--- src/rtl/pbus_pkg.sv ---
// ---------------------------------------------------------------------------
// pbus_pkg
// Shared definitions for the peripheral-bus arbiter slice.
//   - arbiter state encoding (kept as plain 2-bit constants so older
//     blocks that compare against raw values keep working)
//   - default bus widths for the 4 KB peripheral/config/SPM window
//   - default fairness limit
//   - helper that turns a state into the one-hot {m1,m0} grant vector
// No ports: package only.
// ---------------------------------------------------------------------------
package pbus_pkg;

    typedef logic [1:0] pbus_state_t;

    localparam pbus_state_t ST_IDLE = 2'd0;
    localparam pbus_state_t ST_GNT0 = 2'd1;
    localparam pbus_state_t ST_GNT1 = 2'd2;

    localparam int PBUS_ADDR_W    = 12;
    localparam int PBUS_DATA_W    = 8;
    localparam int PBUS_MAX_BEATS = 8;

    // One-hot grant as seen on the gnt port: bit 1 = master 1, bit 0 = master 0.
    function automatic logic [1:0] state_to_gnt(input pbus_state_t st);
        logic [1:0] g;
        g    = 2'b00;
        g[0] = (st == ST_GNT0);
        g[1] = (st == ST_GNT1);
        return g;
    endfunction

endpackage

--- src/rtl/pbus_rr_pick.sv ---
// ---------------------------------------------------------------------------
// pbus_rr_pick
// Two-way round-robin picker. Given the pair of requests and which master
// won last time, returns a one-hot pick. A lone requester always wins; on a
// tie the master that did not win last time is chosen. No requests -> 00.
//
// Ports
//   req      in  2  request pair {m1,m0}
//   last_m1  in  1  1 = master 1 was the last winner, 0 = master 0
//   pick     out 2  one-hot pick {m1,m0}, 00 when nobody requests
// ---------------------------------------------------------------------------
module pbus_rr_pick (
    input  logic [1:0] req,
    input  logic       last_m1,
    output logic [1:0] pick
);

    always_comb begin
        pick = req;
        if (req == 2'b11) begin
            pick = last_m1 ? 2'b01 : 2'b10;
        end
    end

endmodule

--- src/rtl/pbus_arbiter.sv ---
// ---------------------------------------------------------------------------
// pbus_arbiter
// Two-master Wishbone classic arbiter and ACK generator for the 4 KB
// peripheral/config/SPM window. Master 0 is the CPU data port, master 1 the
// optional DMA engine. The slaves behind this block never drive ACK, so every
// beat is acknowledged here exactly one cycle after it is strobed, with the
// slave read data captured on the same edge.
//
// Grants are sticky for the length of a CYC. On release the other master is
// served directly if it is waiting. While one master holds the bus and the
// other waits, acked beats are counted; once MAX_BEATS have been acked the
// holder is stalled and the bus moves to the waiting master.
//
// Ports
//   clk                     in   1       core clock
//   rst                     in   1       asynchronous reset, active low
//   m0_WB_ADRi/DATi/WEi     in           master 0 address / write data / WE
//   m0_WB_CYCi/STBi         in   1       master 0 cycle / strobe
//   m0_WB_DATo              out  DATA_W  master 0 read data (registered)
//   m0_WB_ACKo              out  1       master 0 acknowledge
//   m1_WB_*                              same set for master 1
//   s_WB_ADRo/DATo/WEo      out          slave address / write data / WE
//   s_WB_CYCo/STBo          out  1       slave cycle / strobe
//   s_WB_DATi               in   DATA_W  slave read data
//   gnt                     out  2       one-hot current grant {m1,m0}
// ---------------------------------------------------------------------------
module pbus_arbiter
    import pbus_pkg::*;
#(
    parameter int ADDR_W    = PBUS_ADDR_W,
    parameter int DATA_W    = PBUS_DATA_W,
    parameter int MAX_BEATS = PBUS_MAX_BEATS,
    parameter bit M1_EN     = 1'b1
) (
    input  logic              clk,
    input  logic              rst,

    input  logic [ADDR_W-1:0] m0_WB_ADRi,
    input  logic [DATA_W-1:0] m0_WB_DATi,
    output logic [DATA_W-1:0] m0_WB_DATo,
    input  logic              m0_WB_WEi,
    input  logic              m0_WB_CYCi,
    input  logic              m0_WB_STBi,
    output logic              m0_WB_ACKo,

    input  logic [ADDR_W-1:0] m1_WB_ADRi,
    input  logic [DATA_W-1:0] m1_WB_DATi,
    output logic [DATA_W-1:0] m1_WB_DATo,
    input  logic              m1_WB_WEi,
    input  logic              m1_WB_CYCi,
    input  logic              m1_WB_STBi,
    output logic              m1_WB_ACKo,

    output logic [ADDR_W-1:0] s_WB_ADRo,
    output logic [DATA_W-1:0] s_WB_DATo,
    input  logic [DATA_W-1:0] s_WB_DATi,
    output logic              s_WB_WEo,
    output logic              s_WB_CYCo,
    output logic              s_WB_STBo,

    output logic [1:0]        gnt
);

    localparam logic [7:0] MAX_BEATS_C = 8'(MAX_BEATS);

    pbus_state_t       state_r;
    pbus_state_t       state_nxt;
    logic              last_m1_r;
    logic [7:0]        beat_cnt_r;
    logic              ack_r;
    logic [DATA_W-1:0] m0_dat_r;
    logic [DATA_W-1:0] m1_dat_r;

    logic              m0_req;
    logic              m1_req;
    logic [1:0]        pick;
    logic              gnt0;
    logic              gnt1;
    logic              other_req;
    logic              stall;
    logic              beat_start;

    logic [ADDR_W-1:0] sel_adr;
    logic [DATA_W-1:0] sel_dat;
    logic              sel_we;
    logic              sel_cyc;
    logic              sel_stb;

    // With master 1 disabled its CYC is ignored everywhere, so GNT1 can
    // never be reached and master 1 never blocks or delays master 0.
    assign m0_req = m0_WB_CYCi;
    assign m1_req = M1_EN & m1_WB_CYCi;

    assign gnt0 = (state_r == ST_GNT0);
    assign gnt1 = (state_r == ST_GNT1);
    assign gnt  = state_to_gnt(state_r);

    pbus_rr_pick u_rr_pick (
        .req     ({m1_req, m0_req}),
        .last_m1 (last_m1_r),
        .pick    (pick)
    );

    // Whether the master that is not holding the bus is waiting for it.
    // The fairness counter only means something while this is true.
    always_comb begin
        other_req = 1'b0;
        if (gnt0) begin
            other_req = m1_req;
        end else if (gnt1) begin
            other_req = m0_req;
        end
    end

    assign stall = (beat_cnt_r == MAX_BEATS_C);

    // Route the granted master onto the slave side; nothing granted means
    // an all-zero slave bus. STB also needs the master's CYC so that a
    // master abandoning its cycle cannot start a beat on the way out.
    always_comb begin
        sel_adr = '0;
        sel_dat = '0;
        sel_we  = 1'b0;
        sel_cyc = 1'b0;
        sel_stb = 1'b0;
        if (gnt0) begin
            sel_adr = m0_WB_ADRi;
            sel_dat = m0_WB_DATi;
            sel_we  = m0_WB_WEi;
            sel_cyc = m0_WB_CYCi;
            sel_stb = m0_WB_STBi;
        end else if (gnt1) begin
            sel_adr = m1_WB_ADRi;
            sel_dat = m1_WB_DATi;
            sel_we  = m1_WB_WEi;
            sel_cyc = m1_WB_CYCi;
            sel_stb = m1_WB_STBi;
        end
    end

    // A pending ACK masks STB so each beat occupies two cycles; the stall
    // mask stops the holder from starting anything once it has used up
    // its share while the other master waits.
    assign s_WB_ADRo  = sel_adr;
    assign s_WB_DATo  = sel_dat;
    assign s_WB_WEo   = sel_we;
    assign s_WB_CYCo  = sel_cyc;
    assign s_WB_STBo  = sel_stb & sel_cyc & ~ack_r & ~stall;
    assign beat_start = s_WB_CYCo & s_WB_STBo;

    assign m0_WB_ACKo = ack_r & gnt0;
    assign m1_WB_ACKo = ack_r & gnt1 & M1_EN;
    assign m0_WB_DATo = m0_dat_r;
    assign m1_WB_DATo = m1_dat_r;

    // Grant state machine. No transition is taken while an ACK is pending,
    // so the ACK always lands on the master that issued the beat. When the
    // holder lets go (or is stalled out) the waiting master is granted in
    // the same step rather than passing through IDLE.
    always_comb begin
        state_nxt = state_r;
        if (!ack_r) begin
            case (state_r)
                ST_IDLE: begin
                    if (pick[0]) begin
                        state_nxt = ST_GNT0;
                    end else if (pick[1]) begin
                        state_nxt = ST_GNT1;
                    end
                end
                ST_GNT0: begin
                    if (!m0_req || (stall && m1_req)) begin
                        state_nxt = m1_req ? ST_GNT1 : ST_IDLE;
                    end
                end
                ST_GNT1: begin
                    if (!m1_req || (stall && m0_req)) begin
                        state_nxt = m0_req ? ST_GNT0 : ST_IDLE;
                    end
                end
                default: begin
                    state_nxt = ST_IDLE;
                end
            endcase
        end
    end

    // State and round-robin history. After reset master 1 counts as the
    // last winner so master 0 takes the first tie.
    always_ff @(posedge clk or negedge rst) begin
        if (!rst) begin
            state_r   <= ST_IDLE;
            last_m1_r <= 1'b1;
        end else begin
            state_r <= state_nxt;
            if (state_nxt != state_r) begin
                if (state_nxt == ST_GNT0) begin
                    last_m1_r <= 1'b0;
                end else if (state_nxt == ST_GNT1) begin
                    last_m1_r <= 1'b1;
                end
            end
        end
    end

    // Fairness counter: counts ACKs delivered to the holder while the other
    // master is waiting. It saturates at the limit (which raises stall) and
    // restarts whenever the grant moves or the other master stops waiting.
    always_ff @(posedge clk or negedge rst) begin
        if (!rst) begin
            beat_cnt_r <= 8'd0;
        end else if ((state_nxt != state_r) || !other_req) begin
            beat_cnt_r <= 8'd0;
        end else if (ack_r && !stall) begin
            beat_cnt_r <= beat_cnt_r + 8'd1;
        end
    end

    // ACK generation and read-data capture. A strobed beat is acked on the
    // next edge, and for reads the slave data is latched for the issuing
    // master on that same edge. Each master keeps its last captured value
    // while it is not being served.
    always_ff @(posedge clk or negedge rst) begin
        if (!rst) begin
            ack_r    <= 1'b0;
            m0_dat_r <= '0;
            m1_dat_r <= '0;
        end else begin
            ack_r <= beat_start;
            if (beat_start && !s_WB_WEo) begin
                if (gnt0) begin
                    m0_dat_r <= s_WB_DATi;
                end
                if (gnt1) begin
                    m1_dat_r <= s_WB_DATi;
                end
            end
        end
    end

endmodule

--- config.mk ---
export PLATFORM = sky130hd
export DESIGN_NAME = pbus_arbiter
export DESIGN_NICKNAME = d
export VERILOG_FILES = /design/src/rtl/pbus_pkg.sv /design/src/rtl/pbus_rr_pick.sv /design/src/rtl/pbus_arbiter.sv
export SDC_FILE = /design/constraint.sdc
export NUM_CORES = 1
export LEC_CHECK = 0
export BUFFER_PORTS_ARGS = -buffer_cell sky130_fd_sc_hd__clkbuf_2
export CORE_UTILIZATION = 39
export DETAILED_ROUTE_END_ITERATION = 10
export PLACE_DENSITY = 0.76
export SETUP_SLACK_MARGIN = 0.3
export SLEW_MARGIN = 20
export SYNTH_ARGS = -nofsm -noshare
export SYNTH_HDL_FRONTEND = slang
export SYNTH_SLANG_ARGS = --single-unit
--- constraint.sdc ---
create_clock -name clk -period 3 [get_ports clk]
set_clock_uncertainty 0.1 [all_clocks]
set_input_delay 0.6 -clock clk [delete_from_list [all_inputs] [get_ports clk]]
set_output_delay 0.6 -clock clk [all_outputs]
set_load 0.02 [all_outputs]
==> flow_metrics.env, run 1 <==
export IMPL_clock_latency_ns=0.27
export IMPL_synth_seq_area_share=0.427
export IMPL_htreeDepth=1
export IMPL_slew_headroom=0.536
export IMPL_setup_violations_final=0
export IMPL_maxCapViolCount=0
export IMPL_seq_power_share=0.333
export IMPL_vias=1616
export IMPL_period_minus_slack_ns=2.89
export IMPL_fp_dieArea_um2=4480
export IMPL_via_per_inst=5.33
export IMPL_power_leakage_nw=1.22
export IMPL_fmax_ghz=0.345
export IMPL_cp_data_required_time_ns=2.30
export IMPL_yosys_warnings=0
export IMPL_top_usage_layer="met2"
export IMPL_clkTransAtPathRegs_ns=0.09
export IMPL_use_met1=0.224
export IMPL_synth_edf_count=0
export IMPL_outcome="complete, no violations"
export IMPL_slew_violations=0
export IMPL_place_gp_congestion=0.815
export IMPL_drc=0
export IMPL_grt_first_pass_wirelength_mm=6.43
export IMPL_crit_path_start_kind="flip-flop"
export IMPL_vdd_ir_drop_max_mv=0.678
export IMPL_initial_core_util=0.408
export IMPL_hold_path_class="input pin to async pin"
export IMPL_cp_max_fo=4
export IMPL_antenna_cells=0
export IMPL_die_x_um=67.0
export IMPL_post_route_util=0.574
export IMPL_rows=23
export IMPL_io_buffer_count=98
export IMPL_intPower_w=0.00100
export IMPL_drive_above_1_share=0.565
export IMPL_cts_hold_buf=0
export IMPL_grt_met3_usage=0.0411
export IMPL_cts_buffer_depth=2
export IMPL_drt_iter0_markers=33
export IMPL_worstMarginPinSlew_ns=0.696
export IMPL_use_met2=0.330
export IMPL_worstSetupPathType="flip-flop to output port"
export IMPL_combPwrFrac=0.550
export IMPL_cts_sinks=28
export IMPL_wl_mm=4.28
export IMPL_wl_per_cell_um=14.1
export IMPL_yosys_area_top_type_share=0.411
export IMPL_pin_count=99
export IMPL_grt_setup_unrepaired="yes"
export IMPL_overflow=0
export IMPL_yosys_area_top_type="dfrtp_1"
export IMPL_yosys_top_cells_count="27 x dfrtp_1, 22 x a22o_1, 17 x mux2_2"
export IMPL_netlist_top_cells_area="dfrtp_1 41%, a22o_1 12%, mux2_2 12%"
export IMPL_synthFlopType="dfrtp_1"
export IMPL_end_kind="output port"
export IMPL_cts_buffers=3
export IMPL_async_flop_share=1.00
export IMPL_synth_seq_cells=28
export IMPL_dr_pass1_iters=4
export IMPL_die_h_um=67.0
export IMPL_hold_viol_final=0
export IMPL_syn2layout_area_growth_pct=40.5
export IMPL_ant_nets=0
export IMPL_dpl_hpwl_mm=3.23
export IMPL_clockPowerShare=0.117
export IMPL_clock_tree_root_cell="clkbuf_8"
export IMPL_core_area_um2=4030
export IMPL_grt_pass1_vias=1481
export IMPL_power_w=0.00178
export IMPL_final_setup_tns_ns=0
export IMPL_grt_max_degree=29
export IMPL_synthesis_nets=214
export IMPL_antenna_found_initial=0
export IMPL_cts_tree="done"
export IMPL_crit_arrival_ns=2.19
export IMPL_groute_usage_overall=0.189
export IMPL_power_switching_w=0.000770
export IMPL_switching_share=0.434
export IMPL_synth_cell_types=39
export IMPL_synth_avg_cell_area_um2=10.6
export IMPL_post_route_period_util=0.965
export IMPL_power_density_nw_per_um2=768
export IMPL_synthesis_area_um2=1650
export IMPL_layout_nets=313
export IMPL_synth_cells=155
export IMPL_synth_most_common_cell="dfrtp_1"
==> layout make-up <==
type | instances | area (µm²)
Inverter | 4 | 15.0
Fill cell | 348 | 1720
Clock buffer | 4 | 45.0
Timing Repair Buffer | 109 | 579
Sequential cell | 28 | 702
Tap cell | 50 | 62.6
Multi-Input combinational cell | 108 | 908
==> worst max-delay path, cell delays in order (launching register included) <==
cell,delay (ns)
dfrtp_1,0.40
inv_2,0.06
ha_1,0.13
or4b_4,0.47
or3_4,0.35
buf_4,0.14
buf_6,0.12
nand2_2,0.05
nor2_1,0.04
buf_4,0.15
==> sequential cells by signal, indices dropped and copies added, names as in the netlist <==
register	count
ack_r	1
beat_cnt_r	8
last_m1_r	1
m0_WB_DATo	8
m1_WB_DATo	8
state_r	2
==> power groups by stage <==
stage / Sequential [W] / Clock, W / Combinational [W]
2_1_floorplan: 0.000690 / 0 / 0.000564
3_3_place_gp: 0.000591 / 0 / 0.000955
3_5_place_dp: 0.000597 / 0 / 0.000966
4_1_cts: 0.000591 / 0.000211 / 0.000973
5_1_grt: 0.000607 / 0.000226 / 0.00105
6_report: 0.000591 / 0.000208 / 0.000976
==> layout by cell type, fill, tap and decap left out, drive strengths merged, types with 3 or more instances in the layout <==
| master | count |
|---|---|
| dfrtp | 27 |
| nand2 | 8 |
| clkbuf | 101 |
| xor2 | 4 |
| inv | 4 |
| nor3 | 5 |
| nor2 | 9 |
| buf | 12 |
| and2 | 3 |
| nand4 | 4 |
| a32o | 3 |
| nor2b | 4 |
| ha | 3 |
| mux2 | 18 |
| a22o | 22 |
| o21ai | 3 |
==> layer usage <==
metal / vias up / share of wire / routed length (µm)
li1: 774 / - / -
met1: 745 / 0.42 / 1810
met2: 89 / 0.45 / 1940
met3: 8 / 0.11 / 459
met4: 0 / 0.017 / 72
met5: - / 0 / 0
==> stage by stage <==
stage	hold slack (ns)	setup slack, ns	area [µm²]	std cells
after floorplan	0.204	0.130	1680	155
after global placement	0.386	0.173	2200	293
after detailed placement	0.390	0.0942	2200	293
after CTS	0.270	0.110	2290	300
after global routing	0.313	-0.00650	2310	303
final	0.255	0.105	2310	303
==> path summary, 6_finish.rpt <==
kind	slack, ns	depth (start not counted)	start	end
max	0.11	9	beat_cnt_r[0]	s_WB_STBo
min reg2reg	0.41	2	last_m1_r	last_m1_r
max in group asynchronous	2.10	1	rst	state_r[0]
max reg2reg	0.13	10	beat_cnt_r[0]	last_m1_r
min	0.25	1	rst	m1_WB_DATo[0]
min in group clk	0.41	2	last_m1_r	last_m1_r
==> kinds of logic (layout without fill, tap and decap cells) <==
family                     after synthesis  in the layout  synth area share
AOI/OAI and AO/OA                       38             38             0.195
xor gates and xnor gates                 6              6            0.0319
adders and majority gates                3              3            0.0228
buffers and inverters                   19            117            0.0502
DFF                                     28             28             0.427
muxes                                   20             20             0.135
and+or+nand+nor                         41             41             0.138
==> timing repair <==
action | in CTS | in global routing
resized for setup | 4 | 3
pin swaps | 1 | 1
gates cloned | 0 | 0
setup buffers | 3 | 3
endpoints found under the setup margin | 2 | 2
Power figures use the tool's default switching activity.
==> inputs of run 2 (changes only) <==
CORE_UTILIZATION = 46   (was 39)
PLACE_DENSITY = 0.84   (was 0.76)
clock period = 3.34 ns   (was 3 ns; I/O delays follow)
==> flow_metrics.env, run 2 (same netlist as run 1, synthesis figures left out) <==
export IMPL_outcome="complete, no violations"
export IMPL_die_h_um=61.8
export IMPL_fmax_ghz=0.337
export IMPL_slew_violations=0
export IMPL_worstSetupPathType="flip-flop to flip-flop"
export IMPL_power_switching_w=0.000694
export IMPL_final_common_cell="clkbuf_2"
export IMPL_switching_share=0.426
export IMPL_post_place_cells=287
export IMPL_slew_headroom=0.558
export IMPL_htreeDepth=1
export IMPL_cts_tree="done"
export IMPL_initial_core_util=0.485
export IMPL_grt_first_pass_wirelength_mm=5.64
export IMPL_via_per_inst=5.40
export IMPL_cts_hold_buf=0
export IMPL_cts_buffers=3
export IMPL_groute_usage_overall=0.199
export IMPL_power_w=0.00163
export IMPL_vdd_ir_drop_max_mv=0.458
export IMPL_post_route_period_util=0.890
export IMPL_fp_dieArea_um2=3820
export IMPL_antenna_found_initial=0
export IMPL_crit_path_start_kind="flip-flop"
export IMPL_die_x_um=61.8
export IMPL_clock_latency_ns=0.33
export IMPL_fillers=258
export IMPL_seq_power_share=0.328
export IMPL_rows=21
export IMPL_drc=0
export IMPL_layout_nets=310
export IMPL_pin_count=99
export IMPL_startpoint="beat_cnt_r[0]"
export IMPL_cts_sinks=28
export IMPL_worstMarginPinSlew_ns=0.663
export IMPL_drt_iter0_markers=41
export IMPL_ff_latch_area_um2=702
export IMPL_crit_chain="inv_2, ha_4, or4b_4, or3_4, mux2_4, o21ai_2, a32o_2, ha_4, a2111oi_4, mux2i_1"
export IMPL_maxCapViolCount=0
export IMPL_grt_setup_unrepaired="yes"
export IMPL_hold_viol_final=0
export IMPL_reg2reg_from="beat_cnt_r[0]"
export IMPL_final_cells=296
export IMPL_cts_buffer_depth=2
export IMPL_slowest_delay_ns=0.47
export IMPL_dr_pass1_iters=4
export IMPL_cp_slowest_cell="or4b_4"
export IMPL_period_minus_slack_ns=2.97
export IMPL_end_kind="flip-flop"
export IMPL_multiInputGateArea_um2=926
export IMPL_grt_pass1_vias=1301
export IMPL_antenna_cells=0
export IMPL_power_density_nw_per_um2=706
export IMPL_setup_violations_final=0
export IMPL_grt_max_degree=29
export IMPL_path_common_cell="ha_4"
export IMPL_cp_data_required_time_ns=3.52
export IMPL_wl_per_cell_um=14.3
export IMPL_io_buffer_count=98
export IMPL_crit_arrival_ns=3.15
export IMPL_core_area_um2=3390
export IMPL_clockPowerShare=0.137
export IMPL_wl_mm=4.22
export IMPL_syn2layout_area_growth_pct=40.0
export IMPL_combPwrFrac=0.534
export IMPL_intPower_w=0.000934
export IMPL_final_setup_tns_ns=0
export IMPL_final_cell_mix="98 x clkbuf_2, 27 x dfrtp_1, 22 x a22o_1"
export IMPL_overflow=0
export IMPL_power_leakage_nw=1.22
export IMPL_drive_above_1_share=0.576
export IMPL_place_gp_congestion=0.868
export IMPL_path_buf_inv=1
export IMPL_ant_nets=0
export IMPL_clock_tree_root_cell="clkbuf_4"
export IMPL_vias=1598
export IMPL_clkTransAtPathRegs_ns=0.15
export IMPL_cp_max_fo=4
export IMPL_hold_path_class="input pin to async pin"
export IMPL_dpl_hpwl_mm=3.13
export IMPL_cpLargestDelayFamily="simple AND/OR/NAND/NOR gates"
[run 2: power groups by stage]
| stage | logic, W | clock network, W | registers, W |
|---|---|---|---|
| finish | 0.000870 | 0.000223 | 0.000534 |
| global route | 0.000944 | 0.000236 | 0.000553 |
| CTS | 0.000852 | 0.000227 | 0.000534 |
| detailed placement | 0.000847 | 0 | 0.000539 |
| global placement | 0.000838 | 0 | 0.000536 |
| floorplan | 0.000498 | 0 | 0.000620 |
[run 2: worst reg2reg max path, delay by kind of cell, from the launching register on]
kind / cells / cell delay, ns
AO/OA/AOI/OAI: 3 / 0.54
buffers and inverters: 1 / 0.08
AND/OR/NAND/NOR: 2 / 0.88
multiplexers: 2 / 0.55
flip-flops: 1 / 0.43
adder cells (fa/ha/maj): 2 / 0.34
[run 2: what timing repair did]
action	CTS	global route
endpoints found under the hold margin	0	0
buffers inserted	3	2
pin swaps	1	6
gates resized for setup	3	7
endpoints found under the setup margin	2	1
[run 2: per-layer routing]
layer,wire [µm],vias up,GRT usage
li1,-,766,-
met1,1860,749,0.256
met2,1970,78,0.349
met3,339,5,0.0269
met4,51,0,0.0603
met5,0,-,0
[run 2: path summary, 6_finish.rpt]
| check | slack [ns] | cells past startpoint | to |
|---|---|---|---|
| max in group asynchronous | 2.49 | 1 | state_r[1] |
| setup reg to reg | 0.37 | 10 | last_m1_r |
| min in group clk | 0.42 | 2 | last_m1_r |
| hold reg to reg | 0.42 | 2 | last_m1_r |
| setup / recovery | 0.37 | 10 | last_m1_r |
| hold / removal | 0.23 | 1 | m1_WB_DATo[5] |
[run 2: area by class of cell]
type                    count  area share
multi-input cells         108       0.402
flip-flops and latches     28       0.305
repair buffers            106       0.239
well taps                  46      0.0250
clock inverters             1      0.0130
clock buffers               3     0.00978
inverters                   4     0.00652
[run 2: through the flow]
stage	hold slack, ns	util	cell area (µm²)	setup WS [ns]
2_1_floorplan	0.272	-	1660	0.314
3_3_place_gp	0.387	0.640	2170	0.261
3_5_place_dp	0.393	0.640	2170	0.196
4_1_cts	0.252	0.664	2250	0.312
5_1_grt	0.280	0.680	2300	0.255
6_report	0.232	0.680	2300	0.369
